## src/rtl/rect_ctl_if.sv

```systemverilog
// rect_ctl_if: groups the frame/handshake inputs and the position outputs of
// the rectangle position controller. The master side drives blanking, start
// and mouse; the slave side (rect_ctl) returns the rectangle position and busy.
interface rect_ctl_if;
    logic        vblnk;
    logic        start;
    logic [11:0] mouse_xpos;
    logic [11:0] mouse_ypos;
    logic [11:0] x_pos;
    logic [11:0] y_pos;
    logic        busy;

    modport master (
        output vblnk, start, mouse_xpos, mouse_ypos,
        input  x_pos, y_pos, busy
    );

    modport slave (
        input  vblnk, start, mouse_xpos, mouse_ypos,
        output x_pos, y_pos, busy
    );
endinterface

```

## src/rtl/rect_ctl.sv

```systemverilog
// rect_ctl: frame-rate position controller for the rectangle-drawing stage.
// Once per frame (rising edge of vblnk) it advances a bouncing-fall motion:
// gravity drop, damped floor rebound, horizontal drift reflecting at the
// side edges, and a stop once the rebound speed falls below REST_V.
// Optional feature macro: RECT_CTL_FOLLOW_EN -- when defined, IDLE tracks the
// (clamped) mouse position; when undefined, IDLE holds X_INIT/Y_INIT and the
// mouse inputs are ignored.
module rect_ctl #(
    parameter int WIDTH      = 64,
    parameter int HEIGHT     = 64,
    parameter int MAX_X      = 800,
    parameter int MAX_Y      = 600,
    parameter int X_INIT     = 0,
    parameter int Y_INIT     = 0,
    parameter int STEP_X     = 1,
    parameter int GRAVITY    = 1,
    parameter int V_MAX      = 31,
    parameter int DAMP_SHIFT = 2,
    parameter int REST_V     = 2
) (
    input  logic      clk,
    input  logic      rst_n,
    rect_ctl_if.slave bus
);

    // Floor and right limit, widened to 13 bits so sums can overshoot
    // without wrapping before they are compared and clamped.
    localparam logic [12:0] FY13    = 13'(MAX_Y - HEIGHT);
    localparam logic [12:0] RX13    = 13'(MAX_X - WIDTH);
    localparam logic [11:0] FY12    = FY13[11:0];
    localparam logic [11:0] RX12    = RX13[11:0];
    localparam logic [12:0] STEP13  = 13'(STEP_X);
    localparam logic [11:0] STEP12  = STEP13[11:0];
    localparam logic [8:0]  GRAV9   = 9'(GRAVITY);
    localparam logic [8:0]  VMAX9   = 9'(V_MAX);
    localparam logic [7:0]  VMAX8   = VMAX9[7:0];
    localparam logic [7:0]  GRAV8   = 8'(GRAVITY);
    localparam logic [7:0]  REST8   = 8'(REST_V);
    localparam logic [11:0] XINIT12 = 12'(X_INIT);
    localparam logic [11:0] YINIT12 = 12'(Y_INIT);

    typedef enum logic [1:0] {
        IDLE = 2'd0,
        FALL = 2'd1,
        RISE = 2'd2,
        STOP = 2'd3
    } state_t;

    state_t      state_q;
    logic [11:0] x_q;
    logic [11:0] y_q;
    logic [7:0]  vy_q;
    logic        xdir_q;
    logic        busy_q;
    logic        v1_q;
    logic        v2_q;

    logic        tick;
    logic [8:0]  vy_sum9;
    logic [7:0]  vy_fall_d;
    logic [7:0]  vy_damp_d;
    logic [7:0]  vy_rise_d;
    logic [12:0] y_fall13;
    logic [11:0] y_rise_d;
    logic        floor_hit;
    logic        apex;
    logic [12:0] x_right13;
    logic [11:0] x_move_d;
    logic        x_flip;
    logic [11:0] x_idle_d;
    logic [11:0] y_idle_d;
    logic [11:0] x_launch_d;
    logic [11:0] y_launch_d;

    // One frame tick per rising edge of the twice-registered blanking signal.
    assign tick = v1_q & ~v2_q;

    // Per-frame motion candidates: fall step with floor bounce, rise step
    // with apex detection, and horizontal drift with edge reflection.
    always_comb begin
        vy_sum9   = {1'b0, vy_q} + GRAV9;
        vy_fall_d = (vy_sum9 > VMAX9) ? VMAX8 : vy_sum9[7:0];
        y_fall13  = {1'b0, y_q} + {5'b0, vy_fall_d};
        floor_hit = (y_fall13 >= FY13);
        vy_damp_d = vy_fall_d - (vy_fall_d >> DAMP_SHIFT);
        apex      = (vy_q <= GRAV8);
        vy_rise_d = vy_q - GRAV8;
        y_rise_d  = (y_q < {4'b0, vy_rise_d}) ? 12'd0 : (y_q - {4'b0, vy_rise_d});
        x_right13 = {1'b0, x_q} + STEP13;
        if (!xdir_q) begin
            x_flip   = (x_right13 > RX13);
            x_move_d = x_flip ? RX12 : x_right13[11:0];
        end else begin
            x_flip   = ({1'b0, x_q} < STEP13);
            x_move_d = x_flip ? 12'd0 : (x_q - STEP12);
        end
    end

`ifdef RECT_CTL_FOLLOW_EN
    // Idle position follows the mouse, clamped so the rectangle stays on
    // screen; a launch starts from wherever the rectangle currently sits.
    always_comb begin
        x_idle_d   = ({1'b0, bus.mouse_xpos} > RX13) ? RX12 : bus.mouse_xpos;
        y_idle_d   = ({1'b0, bus.mouse_ypos} > FY13) ? FY12 : bus.mouse_ypos;
        x_launch_d = x_q;
        y_launch_d = y_q;
    end
`else
    logic unused_mouse;
    assign unused_mouse = ^{bus.mouse_xpos, bus.mouse_ypos};

    // Without mouse following the rectangle parks at, and launches from,
    // the init position even if it was just released from STOP.
    always_comb begin
        x_idle_d   = XINIT12;
        y_idle_d   = YINIT12;
        x_launch_d = XINIT12;
        y_launch_d = YINIT12;
    end
`endif

    // Controller FSM: blanking synchroniser, motion state and registered outputs.
    always_ff @(posedge clk or negedge rst_n) begin
        if (!rst_n) begin
            state_q <= IDLE;
            x_q     <= XINIT12;
            y_q     <= YINIT12;
            vy_q    <= 8'd0;
            xdir_q  <= 1'b0;
            busy_q  <= 1'b0;
            v1_q    <= 1'b0;
            v2_q    <= 1'b0;
        end else begin
            v1_q <= bus.vblnk;
            v2_q <= v1_q;
            case (state_q)
                IDLE: begin
                    if (bus.start) begin
                        x_q     <= x_launch_d;
                        y_q     <= y_launch_d;
                        vy_q    <= 8'd0;
                        xdir_q  <= 1'b0;
                        busy_q  <= 1'b1;
                        state_q <= FALL;
                    end else begin
                        x_q <= x_idle_d;
                        y_q <= y_idle_d;
                    end
                end
                FALL: begin
                    if (tick) begin
                        x_q <= x_move_d;
                        if (x_flip) begin
                            xdir_q <= ~xdir_q;
                        end
                        if (floor_hit) begin
                            y_q <= FY12;
                            if (vy_damp_d < REST8) begin
                                vy_q    <= 8'd0;
                                busy_q  <= 1'b0;
                                state_q <= STOP;
                            end else begin
                                vy_q    <= vy_damp_d;
                                state_q <= RISE;
                            end
                        end else begin
                            y_q  <= y_fall13[11:0];
                            vy_q <= vy_fall_d;
                        end
                    end
                end
                RISE: begin
                    if (tick) begin
                        x_q <= x_move_d;
                        if (x_flip) begin
                            xdir_q <= ~xdir_q;
                        end
                        if (apex) begin
                            vy_q    <= 8'd0;
                            state_q <= FALL;
                        end else begin
                            vy_q <= vy_rise_d;
                            y_q  <= y_rise_d;
                        end
                    end
                end
                STOP: begin
                    if (bus.start) begin
                        state_q <= IDLE;
                    end
                end
                default: begin
                    state_q <= IDLE;
                end
            endcase
        end
    end

    assign bus.x_pos = x_q;
    assign bus.y_pos = y_q;
    assign bus.busy  = busy_q;

endmodule

```

## src/flat_wrapper.sv

```systemverilog
// flat-port wrapper written by rule: the top's interface ports become plain ports
module rect_ctl_flat 
#(
    parameter int WIDTH      = 64,
    parameter int HEIGHT     = 64,
    parameter int MAX_X      = 800,
    parameter int MAX_Y      = 600,
    parameter int X_INIT     = 0,
    parameter int Y_INIT     = 0,
    parameter int STEP_X     = 1,
    parameter int GRAVITY    = 1,
    parameter int V_MAX      = 31,
    parameter int DAMP_SHIFT = 2,
    parameter int REST_V     = 2
)
  (clk, rst_n, bus_vblnk, bus_start, bus_mouse_xpos, bus_mouse_ypos, bus_x_pos, bus_y_pos, bus_busy);
  rect_ctl_if bus_i ();
  input  logic clk;
  input  logic rst_n;
  input wire logic [$bits(bus_i.vblnk)-1:0] bus_vblnk;
  input wire logic [$bits(bus_i.start)-1:0] bus_start;
  input wire logic [$bits(bus_i.mouse_xpos)-1:0] bus_mouse_xpos;
  input wire logic [$bits(bus_i.mouse_ypos)-1:0] bus_mouse_ypos;
  output wire logic [$bits(bus_i.x_pos)-1:0] bus_x_pos;
  output wire logic [$bits(bus_i.y_pos)-1:0] bus_y_pos;
  output wire logic [$bits(bus_i.busy)-1:0] bus_busy;
  assign bus_i.vblnk = bus_vblnk;
  assign bus_i.start = bus_start;
  assign bus_i.mouse_xpos = bus_mouse_xpos;
  assign bus_i.mouse_ypos = bus_mouse_ypos;
  assign bus_x_pos = bus_i.x_pos;
  assign bus_y_pos = bus_i.y_pos;
  assign bus_busy = bus_i.busy;
  rect_ctl #(.WIDTH(WIDTH), .HEIGHT(HEIGHT), .MAX_X(MAX_X), .MAX_Y(MAX_Y), .X_INIT(X_INIT), .Y_INIT(Y_INIT), .STEP_X(STEP_X), .GRAVITY(GRAVITY), .V_MAX(V_MAX), .DAMP_SHIFT(DAMP_SHIFT), .REST_V(REST_V)) u_core (.clk(clk), .rst_n(rst_n), .bus(bus_i));
endmodule
```

## config.mk

```make
export PLATFORM = sky130hd
export DESIGN_NAME = rect_ctl_flat
export DESIGN_NICKNAME = d
export VERILOG_FILES = /design/src/rtl/rect_ctl_if.sv /design/src/rtl/rect_ctl.sv /design/src/flat_wrapper.sv
export SDC_FILE = /design/constraint.sdc
export NUM_CORES = 1
export LEC_CHECK = 0
export CAP_MARGIN = 40
export CORE_ASPECT_RATIO = 2
export CORE_UTILIZATION = 50
export CTS_BUF_LIST = sky130_fd_sc_hd__clkbuf_8
export DETAILED_ROUTE_END_ITERATION = 16
export PLACE_DENSITY = 0.74
export SYNTH_ARGS = -nofsm -noshare
export SYNTH_HDL_FRONTEND = slang
export SYNTH_SLANG_ARGS = --single-unit
```

## constraint.sdc

```tcl
create_clock -name clk -period 4.6 [get_ports clk]
set_input_delay 0.69 -clock clk [delete_from_list [all_inputs] [get_ports clk]]
set_output_delay 0.69 -clock clk [all_outputs]
set_load 0.02 [all_outputs]
```

==> qor.csv, run 1 <==
stage,metric,value,unit
route,vias_per_cell,6.53,
logic_synthesis,ys_dominant_reg_cell,dfrtp_1,
cts,clock_sinks,38,
logic_synthesis,ys_top_cells_by_count,"nor2_1 (41), o21ai_0 (41), dfrtp_1 (38), nand2_1 (32)",
sta,setup_viol,0,
route,wl_met1,4.10,mm
sta,grt_setup_unrepaired,no,
grt,grt_pass1_vias,4132,
critical_path,path_cells,"ha_1, nand2b_1, o21ai_0, a22o_1, a41o_1, and2_1, nand2_1, ha_1, fa_1, a211oi_4, o21bai_1, nor4b_2, nor3_1, a32oi_2, nor3_2, a221o_1",
logic_synthesis,yosysTopAreaCell,dfrtp_1,
route,avgRoutedWirePerCell,18.9,um
grt,grt_pass1_wl,19.0,mm
floorplan,start_util,51.4,%
route,dr_wl_met3,272,um
sta,holdWs,0.245,ns
sta,finalSetupTns,0,ns
logic_synthesis,synthArstFlopShare,100,%
route,vias,4145,
run,cap_viol_max_count,0,
logic_synthesis,ys.warnings.count,0,
sta,fin_crit_sh,95.8,%
cts,numCtsBuffers,5,
logic_synthesis,synth_area,4060,um2
layout,syn_to_final_growth,15.1,%
route,route.met2.wl,6.68,mm
sta,drv_slew,0,
critical_path,cp_max_fo,5,
critical_path,startpoint_type,register,
logic_synthesis,synthTopCellsByArea,"dfrtp_1 (23%), ha_1 (9.6%), o21ai_0 (5.1%)",
route,drt.antenna.violating_nets,0,
logic_synthesis,synth_seq_cells,38,
sta,worst_slew_pin_slew,0.807,ns
cts,clock_latency,0.32,ns
critical_path,arrival,4.64,ns
sta,slew_headroom,46.2,%
floorplan,die_height,129,um
floorplan,core-area,7890,um2
grt,grt_usage,29.3,%
place,dpl_worst_slack,0.195,ns
sta,fin_crit,4.41,ns
logic_synthesis,synth_edf_count,0,
cts,cts.path.max_buffers,2,
logic_synthesis,yosysSeqAreaShare,23.4,%
route,drc,0,
critical_path,worstPathRequired,4.84,ns
floorplan,io_pins,53,
layout,antennaDiodeCount,0,
cts,htree_levels,2,
worst_hold_path,hp-class,in -> async,
place,post-dp-hpwl,9.50,mm
cts,clkTransAtPathRegs,0.10,ns
route,routed_wl,12.0,mm
grt,antenna_found_initial,0,
place,gp_congestion,0.964,
logic_synthesis,synth_top_cell_area_share,23.4,%
grt,grt_max_degree,27,
cts,hold_buffers,0,
critical_path,r2r_cells,16,
floorplan,die_area,8500,um2
route,top_layer,met4,
critical_path,cp_slowest_cell,fa_1,
layout,nets,600,
grt,overflow,0,
logic_synthesis,syn_inst,503,
place,place_inst,627,
floorplan,die_x,65.7,um
layout,drive_gt1_share,9.46,%
route,dr.pass1.iters,4,
logic_synthesis,syn_area_per_cell,8.06,um2
sta,post-route-worst-setup-slack,0.194,ns
cts,cts_tree,done,
layout,fillers,763,
sta,fin_skew,0.0199,ns
critical_path,critPathMaxStageDelay,0.46,ns
sta,hold_viol,0,
critical_path,critPathKind,reg -> reg,
route,drt_iter0_drc,226,
sta,max_freq,227,MHz
place,numPortBuffers,28,
logic_synthesis,yosysUniqueCellTypes,87,
cts,root_buffer,clkbuf_8,
layout,final_cells,635,
outcome,status,"complete, no violations",
critical_path,cpMostUsedCell,ha_1,
floorplan,rows,46,
critical_path,cp-end-kind,register,
-- path summary, 6_finish.rpt --
kind	to	start	slack (ns)
worst max-delay path	u_core.bus.y_pos[1]	u_core.vy_q[0]	0.19
worst min-delay path	u_core.bus.busy	rst_n	0.25
worst max register to register	u_core.bus.y_pos[1]	u_core.vy_q[0]	0.19
worst min register to register	u_core.v2_q	u_core.v1_q	0.42
max in group asynchronous	u_core.vy_q[0]	rst_n	3.87
min in group clk	u_core.v2_q	u_core.v1_q	0.42
-- kinds of logic after synthesis --
logic type               synth area share [%]
other                                   0.185
AO/OA/AOI/OAI                            30.2
multiplexers                             1.05
adder cells (fa/ha/maj)                  11.0
AND/OR/NAND/NOR                          25.0
XOR/XNOR                                 4.53
buffers and inverters                    4.56
flip-flops                               23.4
-- sequential cells by signal (all words and copies together), names as in the netlist --
name	count
u_core.bus.x_pos	12
u_core.v2_q	1
u_core.xdir_q	1
u_core.v1_q	1
u_core.vy_q	8
u_core.state_q	2
u_core.bus.y_pos	12
u_core.bus.busy	1
-- cell usage in the layout, fill, tap and decap left out, drive strengths merged, types with 5 or more instances in the layout --
cell            n
a211oi          5
a21o            9
a21oi          26
a31oi          15
a32oi           5
and2            6
and3            6
buf            13
clkbuf          5
clkdlybuf4s50  27
conb            5
dfrtp          38
ha             31
inv            31
nand2          32
nand2b          7
nand3          20
nand4           9
nor2           42
nor2b          10
nor3           18
nor3b           7
o211ai          7
o21a            6
o21ai          44
o31ai           7
o41ai           6
or2             5
or3             5
xnor2          13
xor2            8
-- repair_timing --
item / in CTS / in global routing
hold endpoints to repair: 0 / 0
setup endpoints to repair: 0 / 11
setup buffers: 0 / 0
resized for setup: 0 / 5
-- critical path, delay by kind of cell, from the launching register on --
| family | cells | cell delay (ns) |
|---|---|---|
| adder cells (fa/ha/maj) | 3 | 0.98 |
| AO/OA/AOI/OAI | 7 | 1.50 |
| flip-flops | 1 | 0.44 |
| AND/OR/NAND/NOR | 6 | 1.40 |
-- metal layers --
layer / global-route usage, % / vias up
met5: 0 / -
met4: 23.7 / 0
met3: 2.99 / 62
met2: 56.1 / 116
met1: 26.2 / 1999
li1: - / 1968
-- cell type report --
class	count	area (um2)	share of cell area [%]
Inverter	31	116	2.49
Timing Repair Buffer	40	378	8.10
Tap cell	96	120	2.57
Clock buffer	5	68.8	1.47
Multi-Input combinational cell	422	2960	63.5
Sequential cell	38	951	20.4
Clock inverter	3	68.8	1.47
-- through the flow --
step | area (um2) | util [%]
4_1_cts | 4630 | 58.8
2_1_floorplan | 4070 | -
6_report | 4670 | 59.2
5_1_grt | 4670 | 59.2
3_3_place_gp | 4480 | 56.8
3_5_place_dp | 4500 | 57.0
Power of run 1 is left out: the tool's default activity adds up to more than one toggle a clock period on the data nets, which glitch-free logic cannot reach.
==> run 2, diff against run 1 <==
--- a/config.mk
+++ b/config.mk
@@ -8,7 +8,7 @@
 export CAP_MARGIN = 40
 export CORE_ASPECT_RATIO = 2
 export CORE_UTILIZATION = 50
-export CTS_BUF_LIST = sky130_fd_sc_hd__clkbuf_8
+export CTS_BUF_LIST = sky130_fd_sc_hd__clkbuf_8 sky130_fd_sc_hd__clkbuf_16
 export DETAILED_ROUTE_END_ITERATION = 16
 export PLACE_DENSITY = 0.74
 export SYNTH_ARGS = -nofsm -noshare
==> run 2 against run 1 <==
Against the previous run:
- non-clock buffer count unchanged
- wire length unchanged
- first-iteration DRC count fell by 7.1%
- clock skew shrank 0.0082 ns
- die area unchanged
- via count grew 0.24%
- sequential share of layout area decreased by 0.24 points
- worst hold slack improved by 0.032 ns
- sequential cell count stayed put
- critical endpoint unchanged
==> qor.csv, run 2 (synthesis gave the netlist of run 1 again) <==
stage,metric,value,unit,change
outcome,status,"complete, no violations",,unchanged
layout,antennaDiodeCount,0,,unchanged
floorplan,die_height,129,um,unchanged
critical_path,r2r_slack,0.24,ns,was 0.19 ns
route,routed_wl,12.0,mm,unchanged
floorplan,start_util,51.4,%,unchanged
route,vias,4155,,was 4145
route,drt.antenna.violating_nets,0,,unchanged
place,numPortBuffers,28,,unchanged
critical_path,startpoint,u_core.vy_q[0],,unchanged
floorplan,die_area,8500,um2,unchanged
place,place_inst,627,,unchanged
critical_path,startpoint_type,register,,unchanged
critical_path,cp_max_fo,5,,unchanged
grt,overflow,0,,unchanged
sta,hold_viol,0,,unchanged
grt,grt_usage,29.4,%,was 29.3%
layout,syn_to_final_growth,16.4,%,was 15.1%
critical_path,crit_path_end,u_core.bus.y_pos[1],,unchanged
place,dpl_worst_slack,0.195,ns,unchanged
floorplan,core-area,7890,um2,unchanged
critical_path,cpMostUsedCell,ha_1,,unchanged
layout,layout_common_cells,"nor2_1 (41), o21ai_0 (41), dfrtp_1 (38)",,unchanged
layout,fin_util,59.9,%,was 59.2%
sta,setup_viol,0,,unchanged
critical_path,arrival,4.58,ns,was 4.64 ns
sta,grt_setup_unrepaired,no,,unchanged
grt,grt_max_degree,27,,unchanged
floorplan,die_x,65.7,um,unchanged
route,drc,0,,unchanged
critical_path,worst_path_dominant_cell_family,compound AO/OA/AOI/OAI gates,,unchanged
cts,cts_tree,done,,unchanged
critical_path,path_depth,16,,unchanged
sta,finalSetupTns,0,ns,unchanged
route,vias_per_cell,6.54,,was 6.53
cts,root_buffer,clkbuf_16,,was clkbuf_8
critical_path,cp_slowest_cell,fa_1,,unchanged
sta,post-route-worst-setup-slack,0.238,ns,was 0.194 ns
floorplan,rows,46,,unchanged
layout,drive_gt1_share,9.46,%,unchanged
layout,fillers,756,,was 763
sta,drv_slew,0,,unchanged
cts,clock_latency,0.30,ns,was 0.32 ns
cts,numCtsBuffers,5,,unchanged
floorplan,io_pins,53,,unchanged
cts,cts.path.max_buffers,2,,unchanged
layout,multi_input_area,2960,um2,unchanged
cts,cts_setup_buffers,0,,unchanged
run,cap_viol_max_count,0,,unchanged
cts,ctsResizeCount,0,,unchanged
sta,max_freq,229,MHz,was 227 MHz
critical_path,critPathMaxStageDelay,0.46,ns,about the same
grt,antenna_found_initial,0,,unchanged
layout,final_cells,635,,unchanged
route,avgRoutedWirePerCell,18.9,um,unchanged
critical_path,path_cells,"ha_1, nand2b_1, o21ai_0, a22o_1, a41o_1, and2_1, nand2_1, ha_1, fa_1, a211oi_4, o21bai_1, nor4b_2, nor3_1, a32oi_2, nor3_2, a221o_1",,unchanged
route,drt_iter0_drc,210,,was 226
place,gp_congestion,0.964,,unchanged
critical_path,critPathKind,reg -> reg,,unchanged
route,dr.pass1.iters,4,,unchanged
sta,fin_crit_sh,94.8,%,was 95.8%
sta,slew_headroom,45.5,%,was 46.2%
place,post-dp-hpwl,9.50,mm,unchanged
sta,fin_crit,4.36,ns,was 4.41 ns
layout,regArea,951,um2,unchanged
cts,clock_sinks,38,,unchanged
sta,worst_slew_pin_slew,0.817,ns,was 0.807 ns
grt,grt_pass1_wl,19.1,mm,was 19.0 mm
cts,htree_levels,2,,unchanged
critical_path,reg2reg_from,u_core.vy_q[0],,unchanged
critical_path,cp-end-kind,register,,unchanged
layout,nets,600,,unchanged
critical_path,r2r_cells,16,,unchanged
sta,fin_skew,0.0117,ns,was 0.0199 ns
cts,clkTransAtPathRegs,0.07,ns,was 0.10 ns
critical_path,worstPathRequired,4.82,ns,was 4.84 ns
critical_path,regToRegEndpoint,u_core.bus.y_pos[1],,unchanged
critical_path,worstPathBufferInverterCount,0,,unchanged
worst_hold_path,hp-class,in -> async,,unchanged
grt,grt_pass1_vias,4124,,was 4132
cts,hold_buffers,0,,unchanged
==> run 2: through the flow <==
stage,hold slack (ns),area (um2)
after floorplan,0.368,4070
after global placement,0.385,4480
after detailed placement,0.393,4500
after CTS,0.286,4690
after global routing,0.303,4720
final,0.277,4720
==> run 2: per-layer routing <==
metal	GRT usage (%)	wire [um]	up-vias
li1	-	-	1969
met1	26.2	4060	2003
met2	56.5	6730	120
met3	2.99	290	63
met4	23.7	923	0
met5	0	0	-
==> run 2: how the worst min path moves through the flow <==
stage,slack [ns],endpoint,from,cells after the start
5_1_grt,0.30,u_core.bus.y_pos[9],rst_n,1
6_report,0.28,u_core.bus.busy,rst_n,1
3_5_place_dp,0.39,u_core.v2_q,u_core.v1_q,0
3_3_place_gp,0.38,u_core.v2_q,u_core.v1_q,0
2_1_floorplan,0.37,u_core.v2_q,u_core.v1_q,0
4_1_cts,0.29,u_core.bus.y_pos[9],rst_n,1
==> run 2: final cells by class <==
cell class                 count  share of cell area [%]
clock buffer                   5                    2.65
sequential                    38                    20.1
timing repair buffer          40                    8.00
tap                           96                    2.54
multi-input combinational    422                    62.8
clock inverter                 3                    1.46
inverter                      31                    2.46
Power of run 2 is left out for the same reason.
